### src/rtl/psum_adder_n_pkg.sv
// Shared widths, packet field offsets and the input packet layout for psum_adder_n.

`define PSUM_IN_PKT_T(AW, LW, DW) struct packed { logic [(AW)-1:0] dest; logic [(AW)-1:0] src; logic [(LW)-1:0] lane; logic [(DW)-1:0] data; }

package psum_pkg;

    // Ceiling log2; clog2_f(1) is 0.
    function automatic int clog2_f(input int n);
        int r;
        r = 0;
        for (int i = 0; i < 31; i++) begin
            if ((1 << i) < n) r = i + 1;
        end
        return r;
    endfunction

    // Index width that never collapses to zero bits.
    function automatic int idx_w_f(input int n);
        return (clog2_f(n) < 1) ? 1 : clog2_f(n);
    endfunction

    // Result width: saturating mode keeps the input width, widening mode grows it.
    function automatic int owidth_f(input int dw, input int sat, input int n, input int acc);
        return (sat != 0) ? dw : dw + clog2_f(n) + clog2_f(acc);
    endfunction

    // Field offsets inside a {dest, src, lane, data} packet.
    function automatic int data_lsb_f();
        return 0;
    endfunction

    function automatic int lane_lsb_f(input int dw);
        return dw;
    endfunction

    function automatic int src_lsb_f(input int dw, input int lw);
        return dw + lw;
    endfunction

    function automatic int dest_lsb_f(input int dw, input int lw, input int aw);
        return dw + lw + aw;
    endfunction

    localparam int DEF_ADDR_W = 4;
    localparam int DEF_DWIDTH = 8;
    localparam int DEF_NUM_IN = 3;

    typedef `PSUM_IN_PKT_T(DEF_ADDR_W, idx_w_f(DEF_NUM_IN), DEF_DWIDTH) psum_in_pkt_def_t;

endpackage

### src/rtl/psum_adder_n_if.sv
// Valid/ready packet stream used for both the input and the output side.

interface psum_adder_n_if
    import psum_pkg::*;
#(
    parameter int W = 2 * DEF_ADDR_W + idx_w_f(DEF_NUM_IN) + DEF_DWIDTH
);
    logic         valid;
    logic         ready;
    logic [W-1:0] pkt;

    modport master (output valid, output pkt, input ready);
    modport slave  (input valid, input pkt, output ready);
endinterface

### src/rtl/psum_adder_n_lane_fifo.sv
// Per-lane FIFO with wrap-bit pointers; pushes into a full FIFO and pops from an empty one are ignored.

module psum_lane_fifo
    import psum_pkg::*;
#(
    parameter int DWIDTH = 8,
    parameter int DEPTH  = 4
) (
    input  logic              clk,
    input  logic              rst_n,
    input  logic              push,
    input  logic [DWIDTH-1:0] push_data,
    input  logic              pop,
    output logic [DWIDTH-1:0] pop_data,
    output logic              full,
    output logic              empty
);
    localparam int AW = clog2_f(DEPTH);

    logic [AW:0]       wr_ptr;
    logic [AW:0]       rd_ptr;
    logic [DWIDTH-1:0] mem [DEPTH];
    logic              do_push;
    logic              do_pop;

    assign empty    = (wr_ptr == rd_ptr);
    assign full     = (wr_ptr[AW] != rd_ptr[AW]) && (wr_ptr[AW-1:0] == rd_ptr[AW-1:0]);
    assign do_push  = push & ~full;
    assign do_pop   = pop & ~empty;
    assign pop_data = mem[rd_ptr[AW-1:0]];

    // Advance the pointers; reset empties the FIFO and discards its contents.
    always_ff @(posedge clk or negedge rst_n) begin
        if (!rst_n) begin
            wr_ptr <= '0;
            rd_ptr <= '0;
        end else begin
            if (do_push) wr_ptr <= wr_ptr + (AW+1)'(1);
            if (do_pop)  rd_ptr <= rd_ptr + (AW+1)'(1);
        end
    end

    // Storage array; its contents are meaningless until the pointers say otherwise.
    always_ff @(posedge clk) begin
        if (do_push) mem[wr_ptr[AW-1:0]] <= push_data;
    end
endmodule

### src/rtl/psum_adder_n.sv
// Lane-tagged partial-sum collector: per-lane FIFOs, adder tree, optional accumulation and result packetizer.

module psum_adder_n
    import psum_pkg::*;
#(
    parameter int DWIDTH   = 8,
    parameter int NUM_IN   = 3,
    parameter int DEPTH    = 4,
    parameter int ADDR_W   = 4,
    parameter int SAT_MODE = 1,
    parameter int ACC_LEN  = 1,
    parameter int MY_ADDR  = 0,
    parameter int OUT_DEST = 1
) (
    input  logic           clk,
    input  logic           rst_n,
    psum_adder_n_if.slave  in_if,
    psum_adder_n_if.master out_if,
    output logic           sat_flag,
    output logic           lane_err
);
    localparam int LANE_W     = idx_w_f(NUM_IN);
    localparam int OWIDTH     = owidth_f(DWIDTH, SAT_MODE, NUM_IN, ACC_LEN);
    localparam int OPWIDTH    = 2 * ADDR_W + LANE_W + OWIDTH;
    localparam int IW         = DWIDTH + clog2_f(NUM_IN) + clog2_f(ACC_LEN) + 1;
    localparam int CNT_W      = idx_w_f(ACC_LEN);
    localparam int O_DATA_LSB = data_lsb_f();
    localparam int O_LANE_LSB = lane_lsb_f(OWIDTH);
    localparam int O_SRC_LSB  = src_lsb_f(OWIDTH, LANE_W);
    localparam int O_DEST_LSB = dest_lsb_f(OWIDTH, LANE_W, ADDR_W);

    localparam logic signed [IW-1:0] SAT_MAX = {{(IW-DWIDTH+1){1'b0}}, {(DWIDTH-1){1'b1}}};
    localparam logic signed [IW-1:0] SAT_MIN = {{(IW-DWIDTH+1){1'b1}}, {(DWIDTH-1){1'b0}}};

    typedef `PSUM_IN_PKT_T(ADDR_W, LANE_W, DWIDTH) in_pkt_t;

    in_pkt_t                  in_fields;
    logic [NUM_IN-1:0]        lane_hit;
    logic [NUM_IN-1:0]        push_vec;
    logic [NUM_IN-1:0]        full_vec;
    logic [NUM_IN-1:0]        empty_vec;
    logic signed [DWIDTH-1:0] lane_data [NUM_IN];
    logic                     lane_ok;
    logic                     sel_full;
    logic                     accept;
    logic                     last_round;
    logic                     out_can;
    logic                     fire;
    logic                     clamp;
    logic signed [IW-1:0]     acc;
    logic signed [IW-1:0]     lane_sum;
    logic signed [IW-1:0]     acc_raw;
    logic signed [IW-1:0]     acc_next;
    logic [CNT_W-1:0]         round_cnt;
    logic [OPWIDTH-1:0]       out_word;
    logic                     unused_addr;

    assign in_fields   = in_if.pkt;
    assign unused_addr = ^{in_fields.dest, in_fields.src};

    // One-hot decode of the lane field; an out-of-range lane decodes to no lane at all.
    always_comb begin
        lane_hit = '0;
        for (int i = 0; i < NUM_IN; i++) begin
            lane_hit[i] = (int'(in_fields.lane) == i);
        end
    end

    assign lane_ok      = |lane_hit;
    assign sel_full     = |(lane_hit & full_vec);
    assign in_if.ready  = rst_n & ~sel_full;
    assign accept       = in_if.valid & in_if.ready;
    assign push_vec     = lane_hit & {NUM_IN{accept}};

    assign last_round   = (round_cnt == CNT_W'(ACC_LEN - 1));
    assign out_can      = ~out_if.valid | out_if.ready | ~last_round;
    assign fire         = (&(~empty_vec)) & out_can;

    for (genvar g = 0; g < NUM_IN; g++) begin : g_lane
        psum_lane_fifo #(
            .DWIDTH (DWIDTH),
            .DEPTH  (DEPTH)
        ) u_fifo (
            .clk       (clk),
            .rst_n     (rst_n),
            .push      (push_vec[g]),
            .push_data (in_fields.data),
            .pop       (fire),
            .pop_data  (lane_data[g]),
            .full      (full_vec[g]),
            .empty     (empty_vec[g])
        );
    end

    // Sign-extended adder tree over the FIFO heads, added to the running accumulator and clamped if saturating.
    always_comb begin
        lane_sum = '0;
        for (int i = 0; i < NUM_IN; i++) begin
            lane_sum = lane_sum + IW'($signed(lane_data[i]));
        end
        acc_raw  = acc + lane_sum;
        acc_next = acc_raw;
        clamp    = 1'b0;
        if (SAT_MODE != 0) begin
            if (acc_raw > SAT_MAX) begin
                acc_next = SAT_MAX;
                clamp    = 1'b1;
            end else if (acc_raw < SAT_MIN) begin
                acc_next = SAT_MIN;
                clamp    = 1'b1;
            end
        end
    end

    // Assemble the outgoing packet; the lane field of a result is always zero.
    always_comb begin
        out_word = '0;
        out_word[O_DATA_LSB +: OWIDTH] = acc_next[OWIDTH-1:0];
        out_word[O_LANE_LSB +: LANE_W] = '0;
        out_word[O_SRC_LSB  +: ADDR_W] = ADDR_W'(MY_ADDR);
        out_word[O_DEST_LSB +: ADDR_W] = ADDR_W'(OUT_DEST);
    end

    // Accumulator and round counter; both restart after the last round of a packet.
    always_ff @(posedge clk or negedge rst_n) begin
        if (!rst_n) begin
            acc       <= '0;
            round_cnt <= '0;
        end else if (fire) begin
            if (last_round) begin
                acc       <= '0;
                round_cnt <= '0;
            end else begin
                acc       <= acc_next;
                round_cnt <= round_cnt + CNT_W'(1);
            end
        end
    end

    // Output holding register: loads on a last-round fire, otherwise clears once the consumer takes it.
    always_ff @(posedge clk or negedge rst_n) begin
        if (!rst_n) begin
            out_if.valid <= 1'b0;
            out_if.pkt   <= '0;
        end else if (fire && last_round) begin
            out_if.valid <= 1'b1;
            out_if.pkt   <= out_word;
        end else if (out_if.ready) begin
            out_if.valid <= 1'b0;
        end
    end

    // Sticky status flags, cleared only by reset.
    always_ff @(posedge clk or negedge rst_n) begin
        if (!rst_n) begin
            sat_flag <= 1'b0;
            lane_err <= 1'b0;
        end else begin
            if (fire && clamp)       sat_flag <= 1'b1;
            if (accept && !lane_ok)  lane_err <= 1'b1;
        end
    end
endmodule

### src/flat_wrapper.sv
// flat-port wrapper written by rule: the top's interface ports become plain ports
module psum_adder_n_flat import psum_pkg::*;
#(
    parameter int DWIDTH   = 8,
    parameter int NUM_IN   = 3,
    parameter int DEPTH    = 4,
    parameter int ADDR_W   = 4,
    parameter int SAT_MODE = 1,
    parameter int ACC_LEN  = 1,
    parameter int MY_ADDR  = 0,
    parameter int OUT_DEST = 1
)
  (clk, rst_n, sat_flag, lane_err, in_if_valid, in_if_pkt, in_if_ready, out_if_valid, out_if_pkt, out_if_ready);
  psum_adder_n_if #(.W(18)) in_if_i ();
  psum_adder_n_if #(.W(18)) out_if_i ();
  input  logic clk;
  input  logic rst_n;
  output logic sat_flag;
  output logic lane_err;
  input wire logic [$bits(in_if_i.valid)-1:0] in_if_valid;
  input wire logic [$bits(in_if_i.pkt)-1:0] in_if_pkt;
  output wire logic [$bits(in_if_i.ready)-1:0] in_if_ready;
  output wire logic [$bits(out_if_i.valid)-1:0] out_if_valid;
  output wire logic [$bits(out_if_i.pkt)-1:0] out_if_pkt;
  input wire logic [$bits(out_if_i.ready)-1:0] out_if_ready;
  assign in_if_i.valid = in_if_valid;
  assign in_if_i.pkt = in_if_pkt;
  assign in_if_ready = in_if_i.ready;
  assign out_if_valid = out_if_i.valid;
  assign out_if_pkt = out_if_i.pkt;
  assign out_if_i.ready = out_if_ready;
  psum_adder_n #(.DWIDTH(DWIDTH), .NUM_IN(NUM_IN), .DEPTH(DEPTH), .ADDR_W(ADDR_W), .SAT_MODE(SAT_MODE), .ACC_LEN(ACC_LEN), .MY_ADDR(MY_ADDR), .OUT_DEST(OUT_DEST)) u_core (.clk(clk), .rst_n(rst_n), .in_if(in_if_i), .out_if(out_if_i), .sat_flag(sat_flag), .lane_err(lane_err));
endmodule
### config.mk
export PLATFORM = sky130hd
export DESIGN_NAME = psum_adder_n_flat
export DESIGN_NICKNAME = d
export VERILOG_FILES = /design/src/rtl/psum_adder_n_pkg.sv /design/src/rtl/psum_adder_n_if.sv /design/src/rtl/psum_adder_n_lane_fifo.sv /design/src/rtl/psum_adder_n.sv /design/src/flat_wrapper.sv
export SDC_FILE = /design/constraint.sdc
export NUM_CORES = 1
export LEC_CHECK = 0
export CORE_ASPECT_RATIO = 0.6
export CORE_MARGIN = 4
export CORE_UTILIZATION = 64
export DETAILED_ROUTE_END_ITERATION = 12
export GPL_ROUTABILITY_DRIVEN = 1
export PLACE_DENSITY = 0.86
export SLEW_MARGIN = 10
export SYNTH_ARGS = -nofsm -noshare
export SYNTH_HDL_FRONTEND = slang
export SYNTH_HIERARCHICAL = 1
export SYNTH_SLANG_ARGS = --single-unit
### constraint.sdc
create_clock -name clk -period 8.57 [get_ports clk]
set_input_delay 1.2855 -clock clk [delete_from_list [all_inputs] [get_ports clk]]
set_output_delay 1.2855 -clock clk [all_outputs]
set_load 0.02 [all_outputs]
## Word-level counts from Yosys, hierarchy flattened

Memories as Yosys holds them, arrays and structs flattened.
Cells that the tools add are included.

| cells by class | value |
|---|---|
| add/sub/neg operators | 10 |
| $lt $le $gt $ge | 2 |
| eq/ne operators | 11 |
| muxes and demuxes | 14 |
| bitwise operators | 23 |
| reductions and logical operators | 12 |

Operators with widths:

| kind | number |
|---|---|
| 11-bit two-way mux | 3 |
| 3-bit by 1-bit adder with 3-bit output, second input constant | 6 |
| 11-bit adder | 1 |
| 11-bit by 8-bit greater-than comparator with 1-bit output, second input constant | 1 |
| 11-bit by 8-bit < comparator with 1-bit output, second input constant | 1 |
| 1-bit two-way mux | 11 |
| 9-bit by 8-bit adder with 10-bit output | 1 |
| 8-bit by 8-bit adder with 9-bit output | 1 |
| 1-bit AND | 9 |
| 3-bit equality test | 3 |
| 1-bit NOT | 9 |
| 3-bit AND | 2 |
| 2-bit equality test | 3 |
| 1-bit logical AND | 6 |
| 3-bit OR reduction | 2 |
| 2-bit equality test, second input constant | 2 |
| 1-bit != test | 3 |
| 3-bit NOT | 1 |
| 3-bit AND reduction | 1 |
| 2-bit logical NOT | 1 |
| 1-bit bitwise OR | 2 |
| 2-bit nonzero test | 1 |
| 1-bit adder, second input constant | 1 |
| 1-bit logical NOT | 1 |

| word-level totals | value |
|---|---|
| register bits after elaboration | 42 |
| RAM bits | 96 |
| input bits | 22 |
| output and inout port bits | 22 |
| memories kept | 3 |

Memory list:

| memory | words | bits a word | read ports | clocked after Yosys merged registers in | write ports | RTL line | RTL |
|---|---|---|---|---|---|---|---|
| u_core.g_lane[0].u_fifo.mem | 4 | 8 | 1 | 0 | 1 | psum_adder_n_lane_fifo.sv:22 | `logic [DWIDTH-1:0] mem [DEPTH];` |
| u_core.g_lane[1].u_fifo.mem | 4 | 8 | 1 | 0 | 1 | psum_adder_n_lane_fifo.sv:22 |  |
| u_core.g_lane[2].u_fifo.mem | 4 | 8 | 1 | 0 | 1 | psum_adder_n_lane_fifo.sv:22 |  |

## Longest topological paths before layout

Gate-level depths: netlist (run 1).

| logic depth | value |
|---|---|
| depth after elaboration | 11 |
| mapped depth | 15 |

## By module

The synthesis (run 1) kept the hierarchy.

By module, submodules not included:

| module | times used | cells each | area an instance (µm²) | sequential area each (µm²) |
|---|---|---|---|---|
| psum_lane_fifo | 3 | 93 | 1684.1 | 1111.1 |
| psum_adder_n | 1 | 148 | 1371.3 | 300.3 |

## Worst setup path before layout (run 1)

OpenSTA, ideal clock, no wires.

| timing path | value |
|---|---|
| path type | register to register |
| from | reg u_core.g_lane[2].u_fifo.rd_ptr[0] |
| to | reg u_core.out_if.pkt[0] |
| setup time | 0.126 ns |
| arrival | 3.629 ns |
| data required time | 8.444 ns |
| slack | 4.814 ns |
| cell stages (with the launch flop) | 14 |
| period minus slack after synthesis | 3.756 ns |
| cells stage by stage | dfrtp_1 buf_6 mux4_2 fa_1 ha_1 ha_1 inv_1 fa_1 nand2b_1 a21o_1 a311oi_2 nor3_1 nand2b_4 a311o_1 |

RTL lines:

| element | RTL line | RTL |
|---|---|---|
| from (decl) | psum_adder_n_lane_fifo.sv:21 | `logic [AW:0] rd_ptr;` |
| from (signal assigned) | psum_adder_n_lane_fifo.sv:39 | `if (do_pop) rd_ptr <= rd_ptr + (AW+1)'(1);` |
| to (signal assigned) | psum_adder_n.sv:147 | `out_if.pkt <= out_word;` |
| to (decl) | psum_adder_n_if.sv:12 | `modport master (output valid, output pkt, input ready);` |

==> impl_metrics.csv, run 1 <==
group,metric,value,unit
floorplanning,die-area,11760,µm²
route,drt-total-wl,12110,µm
placed_design,io_buffers,26,
route,vias,3580,
synth,synth_xor_area_share,4.460,%
route,route.detailed.drc,0,
synth,synth_mux_area_share,9.778,%
clocking,cts_resized,0,
route,first_pass_iters,5,
setup_path,worst_ep_required_time,8.84,ns
global_routing,grt_pass1_wl,19200,µm
synth,synth_cells,427,
global_routing,grt_max_degree,33,
setup_path,crit_arrival,4.75,ns
setup_path,crit_family,"adder cells",
timing,fmax,0.2237,GHz
route,postRouteAntennaNets,0,
global_routing,track_usage,22.50,%
floorplanning,core_area,9809,µm²
placed_design,place_area,6736,µm²
setup_path,worstSetupEndpointType,"flip-flop",
setup_path,r2r-start,"u_core/g_lane[1].u_fifo/rd_ptr[0]$_DFFE_PN0P_",
setup_path,crit_type,"reg2reg",
clocking,post_cts_buffers,0,
min_path,min-delay-start,"u_core/out_if.pkt[14]$_DFFE_PN0P_",
setup_path,r2r_slack,4.10,ns
min_path,min_to,"u_core/out_if.pkt[14]$_DFFE_PN0P_",
placed_design,finalWeightedCongestion,0.8076,
route,via_per_inst,5.869,
global_routing,gr-total-overflow,0,
clocking,path_clk_slew,0.05,ns
setup_path,start_kind,"flip-flop",
timing,min_period,4.470,ns
setup_path,slowest_delay,0.75,ns
synth,netlist_area,6424,µm²
clocking,clock_sinks,126,
synth,synth_area_leaders,"edfxtp_1, dfrtp_1, mux4_1",
setup_path,rr_worst_depth,14,
floorplanning,pin_count,44,
clocking,postCtsHoldBufs,0,
final_layout,fin_cells,610,
setup_path,path_buf_inv,3,
clocking,clock_latency,0.41,ns
clocking,htreeDepth,4,
clocking,cts_tree,"done",
flow_run,cap_violations,0,
synth,ys_warn_count,6,
setup_path,crit_chain,"mux4_1 > inv_1 > fa_1 > inv_1 > ha_1 > ha_1 > inv_1 > fa_1 > nand2b_1 > a2111oi_1 > a311oi_2 > nor3_1 > nor4_1 > or3_1",
timing,slew_violations,0,
route,drt-wirelength-per-cell,19.84,µm
synth,synth_ff_type,"edfxtp_1",
global_routing,antenna_found_initial,0,
final_layout,drive_gt1_share,11.37,%
synth,synth-seq-cells,126,
final_layout,area_delta_synth_final,13.15,%
synth,synth.avg_cell_area,15.04,µm²
placed_design,dp.cells,578,
floorplanning,dieWidth,137.3,µm
global_routing,grt_pass1_vias,3587,
timing,finalHoldViolations,0,
placed_design,dp_hpwl,8203,µm
synth,yosys.area_share.adder,8.843,%
synth,synthArstFlopShare,23.81,%
setup_path,cpMostUsedCell,"inv_1",
timing,finalSetupViolations,0,
clocking,cts_buffers,17,
timing,max_slew_margin,47.80,%
synth,synth_top_family_by_area,"multiplexers",
synth,synth_top_area_share,44.88,%
synth,ys_seq_area_share,56.56,%
synth,yosysTopAreaCell,"edfxtp_1",
final_layout,final_nets,524,
final_layout,diodes,0,
min_path,hold_depth,1,
final_layout,final_common_cell,"edfxtp_1",
timing,fin_skew,0.009426,ns
setup_path,cp_max_fo,11,
final_layout,fin_area,7268,µm²
timing,timing.setup.tns,0,ns
timing,worst_slew_pin_slew,0.7813,ns
final_layout,final_cell_mix,"edfxtp_1, inv_1, ha_1",
floorplanning,fp-row-count,28,
floorplanning,die_h,85.60,µm
setup_path,slowest_stage,"dfrtp_1",
synth,synth-edff-count,96,
timing,period_share,52.16,%
status,status,"finished clean",
timing,rsz0062_at_grt,"no",
min_path,holdCritPathClass,"reg2reg",
setup_path,reg2reg_to,"u_core/sat_flag$_DFFE_PN0P_",
synth,synth_compound_area_share,7.791,%
synth,yosysUniqueCellTypes,51,
clocking,clock_path_buffers,2,
floorplanning,initial_core_util,65.48,%
clocking,root_buffer,"clkbuf_16",
synth,synth-simple-area-share,7.363,%
route,drt_iter0_drc,194,
-- registers in the layout (all words and copies together), names as in the netlist --
signal,cells
u_core/g_lane.u_fifo/mem,96
u_core/g_lane.u_fifo/rd_ptr,9
u_core/g_lane.u_fifo/wr_ptr,9
u_core/lane_err,1
u_core/out_if.pkt,9
u_core/out_if.valid,1
u_core/sat_flag,1
-- cell families after synthesis --
logic type,count (synthesis)
flip-flops,126
AND/OR/NAND/NOR,85
buffers and inverters,66
AO/OA/AOI/OAI,58
adder cells (fa/ha/maj),40
multiplexers,26
XOR/XNOR,25
other,1
-- cell type report --
type	instances	area [µm²]
Inverter	47	176.4
Tap cell	135	168.9
Sequential cell	126	3633
Fill cell	601	2541
Clock inverter	9	73.82
Clock buffer	23	457.9
Multi-Input combinational cell	243	2490
Timing Repair Buffer	27	267.8
-- how the worst max path moves through the flow --
| stage | from | endpoint | slack, ns | depth (start not counted) |
|---|---|---|---|---|
| after floorplan | u_core/g_lane[2].u_fifo/rd_ptr[0]$_DFFE_PN0P_ | u_core/out_if.pkt[0]$_DFFE_PN0P_ | 4.81 | 13 |
| after global placement | u_core/g_lane[0].u_fifo/rd_ptr[0]$_DFFE_PN0P_ | u_core/out_if.pkt[0]$_DFFE_PN0P_ | 4.28 | 12 |
| after detailed placement | u_core/g_lane[1].u_fifo/rd_ptr[0]$_DFFE_PN0P_ | u_core/sat_flag$_DFFE_PN0P_ | 4.11 | 14 |
| after CTS | u_core/g_lane[1].u_fifo/rd_ptr[0]$_DFFE_PN0P_ | u_core/sat_flag$_DFFE_PN0P_ | 4.07 | 14 |
| after global routing | u_core/g_lane[1].u_fifo/rd_ptr[0]$_DFFE_PN0P_ | u_core/sat_flag$_DFFE_PN0P_ | 3.85 | 14 |
| final | u_core/g_lane[1].u_fifo/rd_ptr[0]$_DFFE_PN0P_ | u_core/sat_flag$_DFFE_PN0P_ | 4.10 | 14 |
-- stage by stage --
step,hold WS [ns],setup slack (ns),util [%]
after floorplan,0.5445,4.814,-
final,0.4620,4.100,74.09
after detailed placement,0.4536,4.106,68.67
after CTS,0.4652,4.068,74.09
after global routing,0.4937,3.846,74.09
after global placement,0.4493,4.279,68.67
-- synthesized netlist by cell type (all sizes together), types with 3 or more instances --
library cell	number
and3	6
inv	47
nand3	10
edfxtp	96
a221o	4
buf	18
a21oi	10
nand2b	10
fa	9
xnor2	14
dfrtp	30
nor3b	6
o21ai	8
a31oi	13
ha	31
nand2	10
mux4	24
nor2	15
xor2	11
nor3	6
a21o	11
a311o	3
and2	15
-- routing by layer --
| layer | track usage, % | part of all wire (%) | vias up |
|---|---|---|---|
| met5 | 0 | 0 | - |
| met4 | 8.514 | 1.5 | 0 |
| met3 | 7.210 | 7.3 | 20 |
| met2 | 32.86 | 45 | 129 |
| met1 | 32.07 | 46 | 1788 |
| li1 | - | - | 1643 |
Power of run 1 is left out: the tool's default activity adds up to more than one toggle a clock period on the data nets, which glitch-free logic cannot reach.
==> run 2: changes to the inputs <==
--- a/config.mk
+++ b/config.mk
@@ -7,10 +7,10 @@
 export LEC_CHECK = 0
 export CORE_ASPECT_RATIO = 0.6
 export CORE_MARGIN = 4
-export CORE_UTILIZATION = 64
+export CORE_UTILIZATION = 59
 export DETAILED_ROUTE_END_ITERATION = 12
 export GPL_ROUTABILITY_DRIVEN = 1
-export PLACE_DENSITY = 0.86
+export PLACE_DENSITY = 0.8
 export SLEW_MARGIN = 10
 export SYNTH_ARGS = -nofsm -noshare
 export SYNTH_HDL_FRONTEND = slang
==> constraint.sdc (replaced) <==
create_clock -name clk -period 4.3 [get_ports clk]
set_input_delay 0.645 -clock clk [delete_from_list [all_inputs] [get_ports clk]]
set_output_delay 0.645 -clock clk [all_outputs]
set_load 0.02 [all_outputs]
==> impl_metrics.csv, run 2 (synthesis gave the netlist of run 1 again) <==
group,metric,value,unit
final_layout,final_util,69.76,%
timing,max_slew_margin,49.55,%
final_layout,final_common_cell,"edfxtp_1",
placed_design,pre_cts_slack,0.1619,ns
placed_design,io_buffers,26,
final_layout,n_fill_cell,694,
route,vias,3546,
setup_path,start_kind,"flip-flop",
floorplanning,core_area,10600,µm²
floorplanning,pin_count,44,
floorplanning,die_h,88.83,µm
placed_design,dp_hpwl,8341,µm
timing,holdWs,0.4740,ns
placed_design,finalWeightedCongestion,0.7393,
route,postRouteAntennaNets,0,
clocking,cts_buffers,17,
route,route.detailed.drc,0,
setup_path,cp_max_fo,8,
timing,fmax,0.2478,GHz
clocking,htreeDepth,4,
route,drt_iter0_drc,246,
timing,timing.setup.tns,0,ns
final_layout,final_cell_mix,"edfxtp_1, inv_1, ha_1",
timing,period_share,93.86,%
clocking,clock_latency,0.42,ns
min_path,hold_depth,1,
final_layout,multi_input_area,2490,µm²
flow_run,cap_violations,0,
setup_path,crit_arrival,4.32,ns
clocking,clock_path_buffers,2,
timing,worst_slew_pin_slew,0.7551,ns
clocking,root_buffer,"clkbuf_16",
setup_path,worst_ep_required_time,4.59,ns
setup_path,rr_worst_depth,14,
clocking,clock_sinks,126,
final_layout,final_nets,530,
timing,finalSetupViolations,0,
global_routing,grt_pass1_vias,3417,
setup_path,crit_type,"reg2reg",
global_routing,gr-total-overflow,0,
global_routing,grt_pass1_wl,18900,µm
route,first_pass_iters,4,
final_layout,diodes,0,
floorplanning,initial_core_util,60.63,%
final_layout,area_delta_synth_final,15.06,%
route,drt-wirelength-per-cell,19.23,µm
timing,min_period,4.036,ns
timing,finalHoldViolations,0,
timing,rsz0062_at_grt,"no",
clocking,post_cts_buffers,0,
timing,slew_violations,0,
floorplanning,die-area,12680,µm²
route,via_per_inst,5.719,
global_routing,grt_max_degree,32,
min_path,holdCritPathClass,"reg2reg",
final_layout,drive_gt1_share,14.55,%
global_routing,track_usage,20.34,%
clocking,path_clk_slew,0.06,ns
floorplanning,dieWidth,142.7,µm
timing,fin_skew,0.01581,ns
clocking,cts_tree,"done",
final_layout,register_area,3636,µm²
final_layout,largest_reg_flops,96,
global_routing,antenna_found_initial,0,
setup_path,worstSetupEndpointType,"flip-flop",
timing,worst_slack,0.2640,ns
status,status,"finished clean",
floorplanning,fp-row-count,29,
route,drt-total-wl,11920,µm
[run 2: final timing paths]
path	startpoint	slack, ns	end
min in group asynchronous	rst_n	0.71	u_core/g_lane[0].u_fifo/wr_ptr[2]$_DFFE_PN0P_
worst min register to register	u_core/lane_err$_DFFE_PN0P_	0.47	u_core/lane_err$_DFFE_PN0P_
worst max-delay path	u_core/g_lane[2].u_fifo/rd_ptr[0]$_DFFE_PN0P_	0.26	u_core/out_if.pkt[0]$_DFFE_PN0P_
worst min-delay path	u_core/lane_err$_DFFE_PN0P_	0.47	u_core/lane_err$_DFFE_PN0P_
worst max register to register	u_core/g_lane[2].u_fifo/rd_ptr[0]$_DFFE_PN0P_	0.26	u_core/out_if.pkt[0]$_DFFE_PN0P_
max in group asynchronous	rst_n	3.26	u_core/g_lane[0].u_fifo/rd_ptr[0]$_DFFE_PN0P_
[run 2: repair_timing]
item	4_1_cts	5_1_grt
resized for setup	0	2
setup endpoints to repair	0	8
hold buffers	0	0
[run 2: worst max-delay path: stages, from the launching register on]
cell and delay (ns):
dfrtp_2 0.50, mux4_1 0.58, inv_1 0.14, fa_1 0.41, inv_1 0.07, ha_1 0.14
ha_1 0.18, inv_1 0.06, fa_1 0.39, nand2b_1 0.20, a21o_1 0.20, a311oi_2 0.36
nor3_1 0.11, nand2b_4 0.19, a311o_1 0.37
[run 2: metal layers]
metal	wire length, µm	track usage (%)	part of all wire, %	up-vias
met2	5304	29.39	44	96
met3	683	5.886	5.7	6
met4	65	4.918	0.55	0
met1	5867	30.81	49	1779
met5	0	0	0	-
li1	-	-	-	1665
[run 2: metrics by stage]
step	area, µm²	instances
after detailed placement	6787	588
after global routing	7391	620
after floorplan	6454	435
final	7391	620
after CTS	7388	620
after global placement	6787	588
[run 2: cell type report]
class,count,area share [%]
clock buffer,17,5.756
clock inverter,15,2.387
sequential,126,49.20
inverter,47,2.387
timing repair buffer,33,4.232
multi-input combinational,243,33.69
tap,139,2.353
Power of run 2 is left out for the same reason.
==> run 3: changes to the inputs <==
--- a/config.mk
+++ b/config.mk
@@ -7,12 +7,12 @@
 export LEC_CHECK = 0
 export CORE_ASPECT_RATIO = 0.6
 export CORE_MARGIN = 4
-export CORE_UTILIZATION = 59
+export CORE_UTILIZATION = 45
 export DETAILED_ROUTE_END_ITERATION = 12
 export GPL_ROUTABILITY_DRIVEN = 1
-export PLACE_DENSITY = 0.8
 export SLEW_MARGIN = 10
 export SYNTH_ARGS = -nofsm -noshare
 export SYNTH_HDL_FRONTEND = slang
 export SYNTH_HIERARCHICAL = 1
 export SYNTH_SLANG_ARGS = --single-unit
+export TNS_END_PERCENT = 20
==> impl_metrics.csv, run 3 (synthesis gave the netlist of run 1 again) <==
group,metric,value,unit
status,status,"finished clean",
final_layout,final_nets,535,
timing,fin_skew,0.01286,ns
timing,fmax,0.2459,GHz
global_routing,grt_max_degree,32,
placed_design,finalWeightedCongestion,0.7401,
setup_path,slowest_stage,"mux4_1",
clocking,cts_tree,"done",
floorplanning,pin_count,44,
clocking,clock_sinks,126,
clocking,path_clk_slew,0.06,ns
setup_path,slowest_delay,0.67,ns
flow_run,cap_violations,0,
timing,finalSetupViolations,0,
setup_path,worstSetupEndpointType,"flip-flop",
clocking,clock_path_buffers,2,
timing,finalHoldViolations,0,
setup_path,reg2reg_to,"u_core/out_if.pkt[2]$_DFFE_PN0P_",
global_routing,grt_pass1_vias,3543,
route,first_pass_iters,4,
clocking,htreeDepth,4,
min_path,hold_depth,1,
setup_path,worst_ep_required_time,4.59,ns
floorplanning,initial_core_util,46.44,%
floorplanning,dieWidth,162.2,µm
clocking,cts_resized,0,
placed_design,dp.cells,646,
final_layout,fin_cells,678,
final_layout,final_cell_mix,"edfxtp_1, inv_1, ha_1",
clocking,clock_latency,0.41,ns
route,vias,3524,
timing,holdWs,0.4672,ns
setup_path,crit_chain,"mux4_1 > fa_1 > ha_1 > ha_1 > inv_1 > fa_1 > nand2b_1 > a21o_1 > a311oi_4 > nor3_1 > nand2b_4 > a311o_1",
global_routing,grt_pass1_wl,19600,µm
clocking,post_cts_buffers,0,
floorplanning,fp-row-count,33,
setup_path,cp_max_fo,7,
setup_path,start_kind,"flip-flop",
route,drt-wirelength-per-cell,17.83,µm
final_layout,area_delta_synth_final,17.06,%
min_path,min_to,"u_core/out_if.pkt[14]$_DFFE_PN0P_",
final_layout,largest_reg_flops,96,
route,via_per_inst,5.198,
setup_path,r2r-start,"u_core/g_lane[0].u_fifo/rd_ptr[0]$_DFFE_PN0P_",
global_routing,track_usage,16.29,%
route,route.detailed.drc,0,
route,postRouteAntennaNets,0,
setup_path,r2r_slack,0.23,ns
timing,slew_violations,0,
placed_design,dp_hpwl,8829,µm
global_routing,antenna_found_initial,0,
min_path,holdCritPathClass,"reg2reg",
floorplanning,die-area,16310,µm²
route,drt_iter0_drc,206,
timing,max_slew_margin,57.33,%
timing,period_share,94.57,%
setup_path,path_buf_inv,1,
setup_path,crit_arrival,4.35,ns
timing,timing.setup.tns,0,ns
final_layout,diodes,0,
clocking,cts_buffers,17,
min_path,min-delay-start,"u_core/out_if.pkt[14]$_DFFE_PN0P_",
final_layout,final_common_cell,"edfxtp_1",
global_routing,gr-total-overflow,0,
route,drt-total-wl,12090,µm
placed_design,io_buffers,26,
setup_path,rr_worst_depth,12,
clocking,postCtsHoldBufs,0,
final_layout,drive_gt1_share,15.23,%
final_layout,final_util,54.36,%
floorplanning,die_h,100.5,µm
setup_path,crit_family,"adder cells",
timing,worst_slew_pin_slew,0.6352,ns
floorplanning,core_area,13830,µm²
timing,min_period,4.066,ns
setup_path,crit_type,"reg2reg",
clocking,root_buffer,"clkbuf_16",
-- run 3: cell types whose count changed in the layout (fill, tap and decap cells not counted), sizes merged --
cell and change:
clkbuf +1, inv -2, bufinv +1, clkinv -4
clkinvlp +4, buf +5
-- run 3: worst max-delay path by stage --
stage,start,end,slack [ns],cells past startpoint
finish,u_core/g_lane[0].u_fifo/rd_ptr[0]$_DFFE_PN0P_,u_core/out_if.pkt[2]$_DFFE_PN0P_,0.23,12
global route,u_core/g_lane[0].u_fifo/rd_ptr[0]$_DFFE_PN0P_,u_core/sat_flag$_DFFE_PN0P_,-0.02,14
CTS,u_core/g_lane[0].u_fifo/rd_ptr[0]$_DFFE_PN0P_,u_core/sat_flag$_DFFE_PN0P_,0.11,12
detailed placement,u_core/g_lane[0].u_fifo/rd_ptr[0]$_DFFE_PN0P_,u_core/out_if.pkt[1]$_DFFE_PN0P_,0.13,12
global placement,u_core/g_lane[0].u_fifo/rd_ptr[0]$_DFFE_PN0P_,u_core/out_if.pkt[0]$_DFFE_PN0P_,0.21,12
floorplan,u_core/g_lane[2].u_fifo/rd_ptr[0]$_DFFE_PN0P_,u_core/out_if.pkt[0]$_DFFE_PN0P_,0.54,13
-- run 3: worst register-to-register path, delay by kind of cell, from the launching register on --
kind / cells / cell delay (ns)
flops: 1 / 0.47
mux: 1 / 0.67
fa+ha+maj: 4 / 1.29
simple gates: 3 / 0.52
buf+inv: 1 / 0.06
compound gates: 3 / 0.94
-- run 3: final cells by class --
| class | count | area, µm² |
|---|---|---|
| clock buffer | 18 | 429.2 |
| sequential | 126 | 3635 |
| fill | 1103 | 6312 |
| inverter | 47 | 176.4 |
| clock inverter | 14 | 182.7 |
| timing repair buffer | 38 | 350.3 |
| tap | 192 | 240.2 |
| multi-input combinational | 243 | 2506 |
-- run 3: stage by stage --
step / area [µm²] / setup slack [ns]
finish: 7520 / 0.2335
floorplan: 6454 / 0.5444
global placement: 6890 / 0.2059
detailed placement: 6890 / 0.1332
global route: 7520 / -0.02412
CTS: 7502 / 0.1078
-- run 3: routing by layer --
layer	vias to the layer above	wire, µm	GRT usage, %	part of all wire [%]
li1	1676	-	-	-
met1	1776	6162	24.58	51
met2	68	5254	22.96	43
met3	4	621	4.659	5.1
met4	0	47	4.873	0.39
met5	-	0	0	0
Power of run 3 is left out for the same reason.
